`src/rtl/inst_fetch_buffer.sv`:
```
// Dual-issue instruction fetch buffer.
// Circular FIFO between the ICache response and the two decoders. Up to two
// fetched entries are compacted into the tail each cycle, and the two oldest
// entries are presented first-word-fall-through. A flush clears the queue.
module inst_fetch_buffer #(
  parameter int DEPTH   = 8,
  parameter int PTR_W   = 3,
  parameter int CAUSE_W = 7
) (
  input  logic               clk,
  input  logic               rst_n,
  input  logic               flush,
  input  logic [1:0]         fetch_valid,
  input  logic [31:0]        fetch_pc0,
  input  logic [31:0]        fetch_inst0,
  input  logic               fetch_exc0,
  input  logic [CAUSE_W-1:0] fetch_cause0,
  input  logic [31:0]        fetch_pc1,
  input  logic [31:0]        fetch_inst1,
  input  logic               fetch_exc1,
  input  logic [CAUSE_W-1:0] fetch_cause1,
  output logic               fetch_ready,
  output logic [1:0]         dec_valid,
  output logic [31:0]        dec_pc0,
  output logic [31:0]        dec_inst0,
  output logic               dec_exc0,
  output logic [CAUSE_W-1:0] dec_cause0,
  output logic [31:0]        dec_pc1,
  output logic [31:0]        dec_inst1,
  output logic               dec_exc1,
  output logic [CAUSE_W-1:0] dec_cause1,
  input  logic [1:0]         dec_ready,
  output logic [PTR_W:0]     occupancy
);

  localparam int CW = PTR_W + 1;
  localparam logic [PTR_W-1:0] PTR_ONE  = PTR_W'(1);
  localparam logic [CW-1:0]    MAX_FILL = CW'(DEPTH - 2);

  logic [31:0]        pc_q    [DEPTH];
  logic [31:0]        inst_q  [DEPTH];
  logic               exc_q   [DEPTH];
  logic [CAUSE_W-1:0] cause_q [DEPTH];

  logic [PTR_W-1:0] head_q, head_d, tail_q, tail_d;
  logic [CW-1:0]    count_q, count_d;

  logic             push0, push1, pop0, pop1;
  logic [CW-1:0]    n_push, n_pop;
  logic [PTR_W-1:0] head_p1, tail_p1;
  logic             wr0, wr1;
  logic [31:0]        wr0_pc, wr0_inst;
  logic               wr0_exc;
  logic [CAUSE_W-1:0] wr0_cause;

  // Space check and slot validity come straight from the count register.
  assign fetch_ready = (count_q <= MAX_FILL);
  assign dec_valid   = {(count_q >= CW'(2)), (count_q >= CW'(1))};
  assign occupancy   = count_q;
  assign head_p1     = head_q + PTR_ONE;
  assign tail_p1     = tail_q + PTR_ONE;

  // Push/pop decisions, compaction select and next pointer/count values.
  always_comb begin
    push0  = fetch_ready & fetch_valid[0];
    push1  = fetch_ready & fetch_valid[1];
    pop0   = dec_valid[0] & dec_ready[0];
    pop1   = pop0 & dec_valid[1] & dec_ready[1];
    n_push = CW'(push0) + CW'(push1);
    n_pop  = CW'(pop0) + CW'(pop1);

    // A lone slot-1 packet lands in the tail so the queue stays hole-free.
    wr0       = ~flush & (push0 | push1);
    wr1       = ~flush & push0 & push1;
    wr0_pc    = fetch_valid[0] ? fetch_pc0    : fetch_pc1;
    wr0_inst  = fetch_valid[0] ? fetch_inst0  : fetch_inst1;
    wr0_exc   = fetch_valid[0] ? fetch_exc0   : fetch_exc1;
    wr0_cause = fetch_valid[0] ? fetch_cause0 : fetch_cause1;

    if (flush) begin
      head_d  = '0;
      tail_d  = '0;
      count_d = '0;
    end else begin
      head_d  = head_q + n_pop[PTR_W-1:0];
      tail_d  = tail_q + n_push[PTR_W-1:0];
      count_d = count_q + n_push - n_pop;
    end
  end

  // Pointer and count registers; flush is folded into the next-state values.
  always_ff @(posedge clk or negedge rst_n) begin
    if (!rst_n) begin
      head_q  <= '0;
      tail_q  <= '0;
      count_q <= '0;
    end else begin
      head_q  <= head_d;
      tail_q  <= tail_d;
      count_q <= count_d;
    end
  end

  // Entry storage; contents need no reset since count gates visibility.
  always_ff @(posedge clk) begin
    if (wr0) begin
      pc_q[tail_q]    <= wr0_pc;
      inst_q[tail_q]  <= wr0_inst;
      exc_q[tail_q]   <= wr0_exc;
      cause_q[tail_q] <= wr0_cause;
    end
    if (wr1) begin
      pc_q[tail_p1]    <= fetch_pc1;
      inst_q[tail_p1]  <= fetch_inst1;
      exc_q[tail_p1]   <= fetch_exc1;
      cause_q[tail_p1] <= fetch_cause1;
    end
  end

  // Decoder-facing view of the two oldest entries, zeroed when not valid.
  always_comb begin
    dec_pc0    = dec_valid[0] ? pc_q[head_q]     : '0;
    dec_inst0  = dec_valid[0] ? inst_q[head_q]   : '0;
    dec_exc0   = dec_valid[0] ? exc_q[head_q]    : 1'b0;
    dec_cause0 = dec_valid[0] ? cause_q[head_q]  : '0;
    dec_pc1    = dec_valid[1] ? pc_q[head_p1]    : '0;
    dec_inst1  = dec_valid[1] ? inst_q[head_p1]  : '0;
    dec_exc1   = dec_valid[1] ? exc_q[head_p1]   : 1'b0;
    dec_cause1 = dec_valid[1] ? cause_q[head_p1] : '0;
  end

endmodule
```
`config.mk`:
```
export PLATFORM = sky130hd
export DESIGN_NAME = inst_fetch_buffer
export DESIGN_NICKNAME = d
export VERILOG_FILES = /design/src/rtl/inst_fetch_buffer.sv
export SDC_FILE = /design/constraint.sdc
export NUM_CORES = 1
export LEC_CHECK = 0
export CAP_MARGIN = 15
export CORE_MARGIN = 4
export CORE_UTILIZATION = 60
export CTS_BUF_LIST = sky130_fd_sc_hd__clkbuf_16
export CTS_CLUSTER_DIAMETER = 50
export DETAILED_ROUTE_END_ITERATION = 8
export DONT_BUFFER_PORTS = 1
export PLACE_DENSITY = 0.82
export REMOVE_ABC_BUFFERS = 1
export SYNTH_ARGS = -nofsm -noshare
export SYNTH_HDL_FRONTEND = slang
export SYNTH_SLANG_ARGS = --single-unit
```
`constraint.sdc`:
```
create_clock -name clk -period 10.9 [get_ports clk]
set_input_delay 2.18 -clock clk [delete_from_list [all_inputs] [get_ports clk]]
set_output_delay 2.18 -clock clk [all_outputs]
set_load 0.005 [all_outputs]
```
* Yosys cells after proc, flatten, opt, wreduce, memory -nomap -nowiden
Memories as Yosys holds them, arrays and structs flattened.
Cells that the tools add are included.
** Operators by class
- Bitwise logic cells :: 10
- $add $sub $neg :: 8
- Mux-type cells :: 19
- Order comparisons :: 3
** Operator list (number)
- 32-bit two-way mux :: 6
- 7-bit two-way mux :: 3
- 1-bit AND :: 8
- 1-bit two-way mux :: 7
- 3-bit by 1-bit adder with 3-bit output, second input constant :: 2
- 3-bit by 2-bit adder with 3-bit output :: 2
- 3-bit two-way mux :: 2
- 1-bit by 1-bit adder with 2-bit output :: 2
- 4-bit by 2-bit adder with 4-bit output :: 1
- 4-bit by 1-bit >= comparator with 1-bit output, second input constant :: 1
- 4-bit by 2-bit >= comparator with 1-bit output, second input constant :: 1
- 4-bit by 3-bit <= comparator with 1-bit output, second input constant :: 1
- 4-bit two-way mux :: 1
- 4-bit by 2-bit subtractor with 4-bit output :: 1
- 1-bit inverter :: 1
- 1-bit OR :: 1
** Storage, ports and cells
- Word-level logic and storage cells :: 47
- Bits of input ports :: 151
- Memories kept :: 4
- Output and inout bits :: 151
- Bits in writable memories :: 576
- Bits in registers :: 10
** Memories
- inst_q :: depth 8, width 32, read ports 2, clocked after Yosys merged registers in 0, write ports 2, line 41 : logic [31:0] inst_q [DEPTH];
- pc_q :: depth 8, width 32, read ports 2, clocked after Yosys merged registers in 0, write ports 2, line 40 : logic [31:0] pc_q [DEPTH];
- cause_q :: depth 8, width 7, read ports 2, clocked after Yosys merged registers in 0, write ports 2, line 43 : logic [CAUSE_W-1:0] cause_q [DEPTH];
- exc_q :: depth 8, width 1, read ports 2, clocked after Yosys merged registers in 0, write ports 2, line 42 : logic exc_q [DEPTH];

* Logic depth before layout (Yosys ltp)
Gate-level depths: netlist of the first run.
- Word-level depth :: 7
- Mapped depth :: 14
- Gate-level depth less buffers :: 14

* Worst setup path before layout of the first run
No wires, ideal clock.
- Kind :: in2reg
- From :: in fetch_valid[0]
- To :: mem cause_q[0][0], enable pin
- Cell stages on the path :: 10
- Arrival :: 6958 ps
- Data required time :: 10372 ps
- Library setup time :: 528 ps
- Path slack :: 3414 ps
- Path buffers :: 2
- Cells stage by stage :: buf_2 > nor2b_1 > mux2_2 > inv_2 > buf_6 > ha_1 > nor3_1 > nand2_1 > o31a_1 > o22ai_1
** RTL lines
- from (decl) :: line 13 : input logic [1:0] fetch_valid,
- to (decl) :: line 43

* Final worst setup path of the first run
- From :: reg head_q[0]
- To :: out dec_pc1[5]
** On the way
- Cells in the longest elaborated chain, start to end :: 3
** Ends and longest elaborated chain
- from (decl) :: line 45 : logic [PTR_W-1:0] head_q, head_d, tail_q, tail_d;
- from (signal assigned) :: line 94 : head_q <= '0;
- from (signal assigned) :: line 98 : head_q <= head_d;
- 3-bit by 1-bit adder with 3-bit output :: line 60 : assign head_p1 = head_q + PTR_ONE;
- memory read 8 x 32 bit
- 32-bit two-way mux :: line 126 : dec_pc1 = dec_valid[1] ? pc_q[head_p1] : '0;
- to (decl) :: line 28 : output logic [31:0] dec_pc1,
Every way passes these cells.

==> impl_metrics.json, run 1 <==
{
  "slowest_stage": "dfrtp_4",
  "hold_violations": 0,
  "crit_top_cell": "buf_4",
  "drt-pass1-iter-count": 5,
  "worstPathArrival_ns": 4.13,
  "cpPeakStageDelay_ns": 0.91,
  "critPathKind": "register to output port",
  "cp.required_ns": 8.72,
  "layout_common_cells": "618 x mux2_2, 576 x edfxtp_1, 288 x mux4_2",
  "period_needed_ns": 6.315,
  "grt.busiest_layer": "met2",
  "gr-usage-met1_pct": 40.90,
  "grt_max_degree": 139,
  "synth-edff-count": 576,
  "syn_area_per_cell_um2": 17.77,
  "cts_setup_buffers": 0,
  "crit_start": "head_q[0]$_DFF_PN0_",
  "place_ws_ns": 5.173,
  "drtIter0Drc": 2270,
  "p_total_mw": 8.208,
  "via_count": 20046,
  "rsz0062_at_grt": "no",
  "antenna_found_initial": 13,
  "viasPerCell": 7.430,
  "setup_tns_ns": 0,
  "place_hpwl_mm": 51.33,
  "grt_pass1_wl_mm": 137.4,
  "holdBufCountCts": 0,
  "clock_sinks": 586,
  "chipWidth_um": 247.2,
  "ir_drop_v": 0.0002000,
  "num_rows": 87,
  "htree_levels": 3,
  "setup_violations": 0,
  "status": "finished clean",
  "clock-root-buffer": "clkbuf_16",
  "core-area_um2": 56500,
  "routedWlPerCell_um": 34.90,
  "finalMaxSlewViolations": 0,
  "maxCapViolations": 0,
  "dieArea_um2": 61100,
  "io_pins": 302,
  "final_area_um2": 36950,
  "p_leak_nw": 11.51,
  "gp_congestion": 0.7844,
  "cts_tree": "done",
  "fmax_mhz": 158.4,
  "initial_core_util_pct": 60.76,
  "min_path_type": "register to register",
  "critPathTopFamily": "buffers and inverters",
  "drc_errors": 0,
  "area_growth_pct": 7.643,
  "clock_path_buffers": 3,
  "cp_max_fo": 61,
  "min_period_over_period_pct": 57.93,
  "cp_cell_sequence": "buf_4 -> buf_4 -> mux4_2 -> a22o_1",
  "skew_ns": 0.02142,
  "ctsResizeCount": 0,
  "grt_usage_pct": 30.78,
  "startpoint_type": "register",
  "use_met3_pct": 7.157,
  "die_h_um": 247.2,
  "grtUsageMet2_pct": 49.55,
  "final_common_cell": "mux2_2",
  "yosys_most_used_dff": "edfxtp_1",
  "dpl_cell_area_um2": 34900,
  "worst_slack_ns": 4.585,
  "clk_latency_ns": 0.59,
  "yosysWarnings": 0,
  "portBuffers": 0,
  "critPathBufInv": 2,
  "critPathCaptureType": "output port",
  "max-slew-margin-rel_pct": 19.63,
  "wirelength_mm": 94.16,
  "p_per_area_nw_per_um2": 222.1,
  "syn_area_um2": 34330,
  "tightest_slew_ns": 1.202,
  "rr_startpoint": "occupancy[3]$_DFF_PN0_",
  "final_nets": 2052,
  "grt_pass1_vias": 21262,
  "synthDistinctLibCells": 39,
  "path_clk_slew_ns": 0.06,
  "overflow": 0,
  "min_from": "head_q[2]$_DFF_PN0_",
  "ant_nets": 0,
  "synth_cells": 1932,
  "synth-async-reset-ratio_pct": 1.706,
  "synth_seq_area_share_pct": 51.12,
  "ys_ff_latch": 586,
  "drive_gt1_share_pct": 54.84,
  "fin_util_pct": 65.40,
  "numCtsBuffers": 67
}
==> cells in the mapped netlist (5+ instances only) <==
cell        n  area share [%]
buf_6      31             1.0
buf_1      30            0.33
inv_1      15            0.16
o22ai_1     6            0.11
nor2_1      7           0.077
nor3_4      5            0.24
buf_2      41            0.60
clkbuf_1   55            0.60
buf_4       5            0.11
ha_1       14            0.51
dfrtp_1    10            0.73
nor2b_1     8            0.15
mux4_2    288              19
mux2_2    618              20
edfxtp_1  576              50
nand2_1     5           0.055
mux2_1     31             1.0
xnor2_1     5            0.13
a22o_1    144             3.7
==> logic make-up (layout without fill, tap and decap cells) <==
logic type / after synthesis / in the layout / share of synthesized area [%]
AND/OR/NAND/NOR: 41 / 41 / 0.8347
XOR/XNOR: 7 / 7 / 0.1786
buffers and inverters: 178 / 177 / 2.829
adder cells (fa/ha/maj): 18 / 18 / 0.7436
AO/OA/AOI/OAI: 164 / 164 / 4.082
other: 0 / 11 / 0
multiplexers: 938 / 938 / 40.22
flip-flops: 586 / 586 / 51.12
==> metrics by stage <==
step / hold slack (ns) / instances
after floorplan: 0.5571 / 1770
after global placement: 0.6468 / 2570
after detailed placement: 0.6639 / 2570
after CTS: 0.6798 / 2687
after global routing: 0.7450 / 2695
final: 0.6820 / 2698
==> report_power, final <==
part           internal, mW  total, mW  leakage (nW)  switching, mW
logic                  1.46       3.18          5.08           1.72
clock network          1.20       2.09          1.08          0.895
registers              2.78       2.93          5.35          0.152
total                  5.44       8.21          11.5           2.77
==> sequential cells by signal (all words and copies together) (netlist names) <==
name,count
inst_q,256
pc_q,256
cause_q,56
exc_q,8
occupancy,4
head_q,3
tail_q,3
==> per-layer routing <==
metal | vias up | routed length (um)
li1 | 8123 | -
met1 | 10364 | 33280
met3 | 220 | 11250
met5 | - | 41
met4 | 6 | 3404
met2 | 1333 | 46180
==> tightest hold or removal path, stage by stage, from the launching register on <==
cell and delay, ns:
dfrtp_1 0.47, xor2_1 0.10, nor2_1 0.08
==> area by class of cell <==
class | count | area, um^2
well taps | 756 | 945.9
diodes | 11 | 27.53
flip-flops and latches | 586 | 17550
clock buffers | 71 | 1777
inverters | 16 | 60.06
clock inverters | 46 | 242.7
fillers | 3762 | 19550
repair buffers | 44 | 355.3
multi-input cells | 1168 | 15990
==> final timing paths <==
kind	to	slack (ns)	cells past startpoint
worst max-delay path	dec_pc1[5]	4.59	4
worst min-delay path	head_q[2]$_DFF_PN0_	0.68	2
worst max register to register	pc_q[7][0]$_DFFE_PP_	6.69	13
worst min register to register	head_q[2]$_DFF_PN0_	0.68	2
max in group asynchronous	head_q[1]$_DFF_PN0_	9.54	0
min in group asynchronous	head_q[2]$_DFF_PN0_	1.28	0
No activity file was read; power rests on OpenSTA's default activity.
==> run 2: changes to the inputs <==
Clock period 10.9 ns to 6.3 ns, I/O delays scaled along.
==> run 2 against run 1 <==
  * Critical path depth did not move
  * Sequential cell count unchanged
  * Largest power group unchanged
  * Critical endpoint is now dec_inst1[21]
  * Largest cell class unchanged
  * Total power is 76% higher
  * Critical path type unchanged
==> impl_metrics.json, run 2 (synthesis results as in run 1) <==
{
  "p_leak_nw": 11.58,
  "area_growth_pct": 8.475,
  "hold_violations": 0,
  "core-area_um2": 56500,
  "cp.required_ns": 5.04,
  "wirelength_mm": 92.62,
  "finalMaxSlewViolations": 0,
  "antenna_found_initial": 11,
  "highest_layer": "met5",
  "status": "finished clean",
  "critPathCaptureType": "output port",
  "dieArea_um2": 61100,
  "ff_latch_area_um2": 17550,
  "via_count": 20001,
  "rsz0062_at_grt": "no",
  "critPathBufInv": 1,
  "grt_usage_pct": 30.50,
  "multi_input_area_um2": 15990,
  "final_nets": 2054,
  "reg.largest.list": "inst_q x256, pc_q x256, cause_q x56",
  "final_cells": 2697,
  "nFillCells": 3755,
  "numCtsBuffers": 68,
  "fin_hold_ws_ns": 0.3567,
  "clock_sinks": 586,
  "die_h_um": 247.2,
  "drt-pass1-iter-count": 5,
  "ctsResizeCount": 0,
  "max-slew-margin-rel_pct": 27.72,
  "tightest_slew_ns": 1.084,
  "dr_wl_met3_mm": 9.913,
  "htree_levels": 3,
  "place_inst": 2570,
  "layout_common_cells": "618 x mux2_2, 576 x edfxtp_1, 288 x mux4_2",
  "cts_setup_buffers": 0,
  "slowest_stage": "dfrtp_4",
  "p_per_area_nw_per_um2": 388.1,
  "final_area_um2": 37240,
  "clk_latency_ns": 0.60,
  "chipWidth_um": 247.2,
  "final_common_cell": "mux2_2",
  "path_clk_slew_ns": 0.06,
  "grt_pass1_wl_mm": 137.6,
  "grt_max_degree": 137,
  "grt_pass1_vias": 21403,
  "min_path_type": "primary input to asynchronous set/reset pin",
  "viasPerCell": 7.416,
  "cts_tree": "done",
  "place_hpwl_mm": 51.60,
  "cpPeakStageDelay_ns": 0.96,
  "worstPathArrival_ns": 3.50,
  "startpoint_type": "register",
  "num_rows": 87,
  "holdBufCountCts": 0,
  "cp_max_fo": 43,
  "initial_core_util_pct": 60.76,
  "clock_path_buffers": 3,
  "ir_drop_v": 0.0003997,
  "skew_ns": 0.01514,
  "drtIter0Drc": 2213,
  "clock-root-buffer": "clkbuf_16",
  "drc_errors": 0,
  "dpl_cell_area_um2": 35030,
  "portBuffers": 0,
  "period_needed_ns": 4.764,
  "critPathTopFamily": "flip-flops",
  "cp_cell_sequence": "ha_4 -> buf_4 -> mux4_2 -> a22o_1",
  "wl_met2_mm": 45.83,
  "wl_met1_mm": 34.06,
  "overflow": 0,
  "routedWlPerCell_um": 34.34,
  "io_pins": 302,
  "min_period_over_period_pct": 75.62,
  "ant_nets": 0,
  "fmax_mhz": 209.9,
  "maxCapViolations": 0,
  "setup_violations": 0,
  "critPathKind": "register to output port",
  "gp_congestion": 0.7986,
  "fin_util_pct": 65.91,
  "drive_gt1_share_pct": 54.99
}
-- run 2: cell type report --
type	instances	area share, %
sequential	586	47.14
multi-input combinational	1168	42.94
clock buffer	73	4.906
tap	756	2.540
timing repair buffer	45	1.364
clock inverter	45	0.8938
inverter	16	0.1613
antenna	8	0.05376
-- run 2: routing by layer --
metal	global-route usage, %	vias up
met1	40.00	10459
met4	11.13	8
li1	-	8134
met3	7.493	205
met2	50.12	1195
met5	0	-
-- run 2: stage by stage --
step                      total power [mW]  worst slack (ns)  setup TNS [ns]
after floorplan                      9.870            -7.833         -909.25
after global placement               10.57             2.072               0
after detailed placement             10.67             2.097               0
after CTS                            14.52             1.416               0
after global routing                 15.02             1.329               0
final                                14.45             1.536               0
-- run 2: worst paths after layout --
check	start	endpoint	slack, ns	cells past startpoint
setup reg to reg	occupancy[3]$_DFF_PN0_	pc_q[7][15]$_DFFE_PP_	2.61	11
hold reg to reg	head_q[2]$_DFF_PN0_	head_q[2]$_DFF_PN0_	0.69	2
setup / recovery	head_q[1]$_DFF_PN0_	dec_inst1[21]	1.54	4
hold / removal	rst_n	occupancy[3]$_DFF_PN0_	0.36	0
max in group asynchronous	rst_n	head_q[1]$_DFF_PN0_	5.86	0
min in group clk	head_q[2]$_DFF_PN0_	head_q[2]$_DFF_PN0_	0.69	2
-- run 2: power breakdown --
part / internal (mW) / switching, mW / leakage, nW
Sequential: 4.81 / 0.275 / 5.35
Clock: 2.28 / 1.56 / 1.11
Combinational: 2.56 / 2.96 / 5.12
Total: 9.65 / 4.80 / 11.6
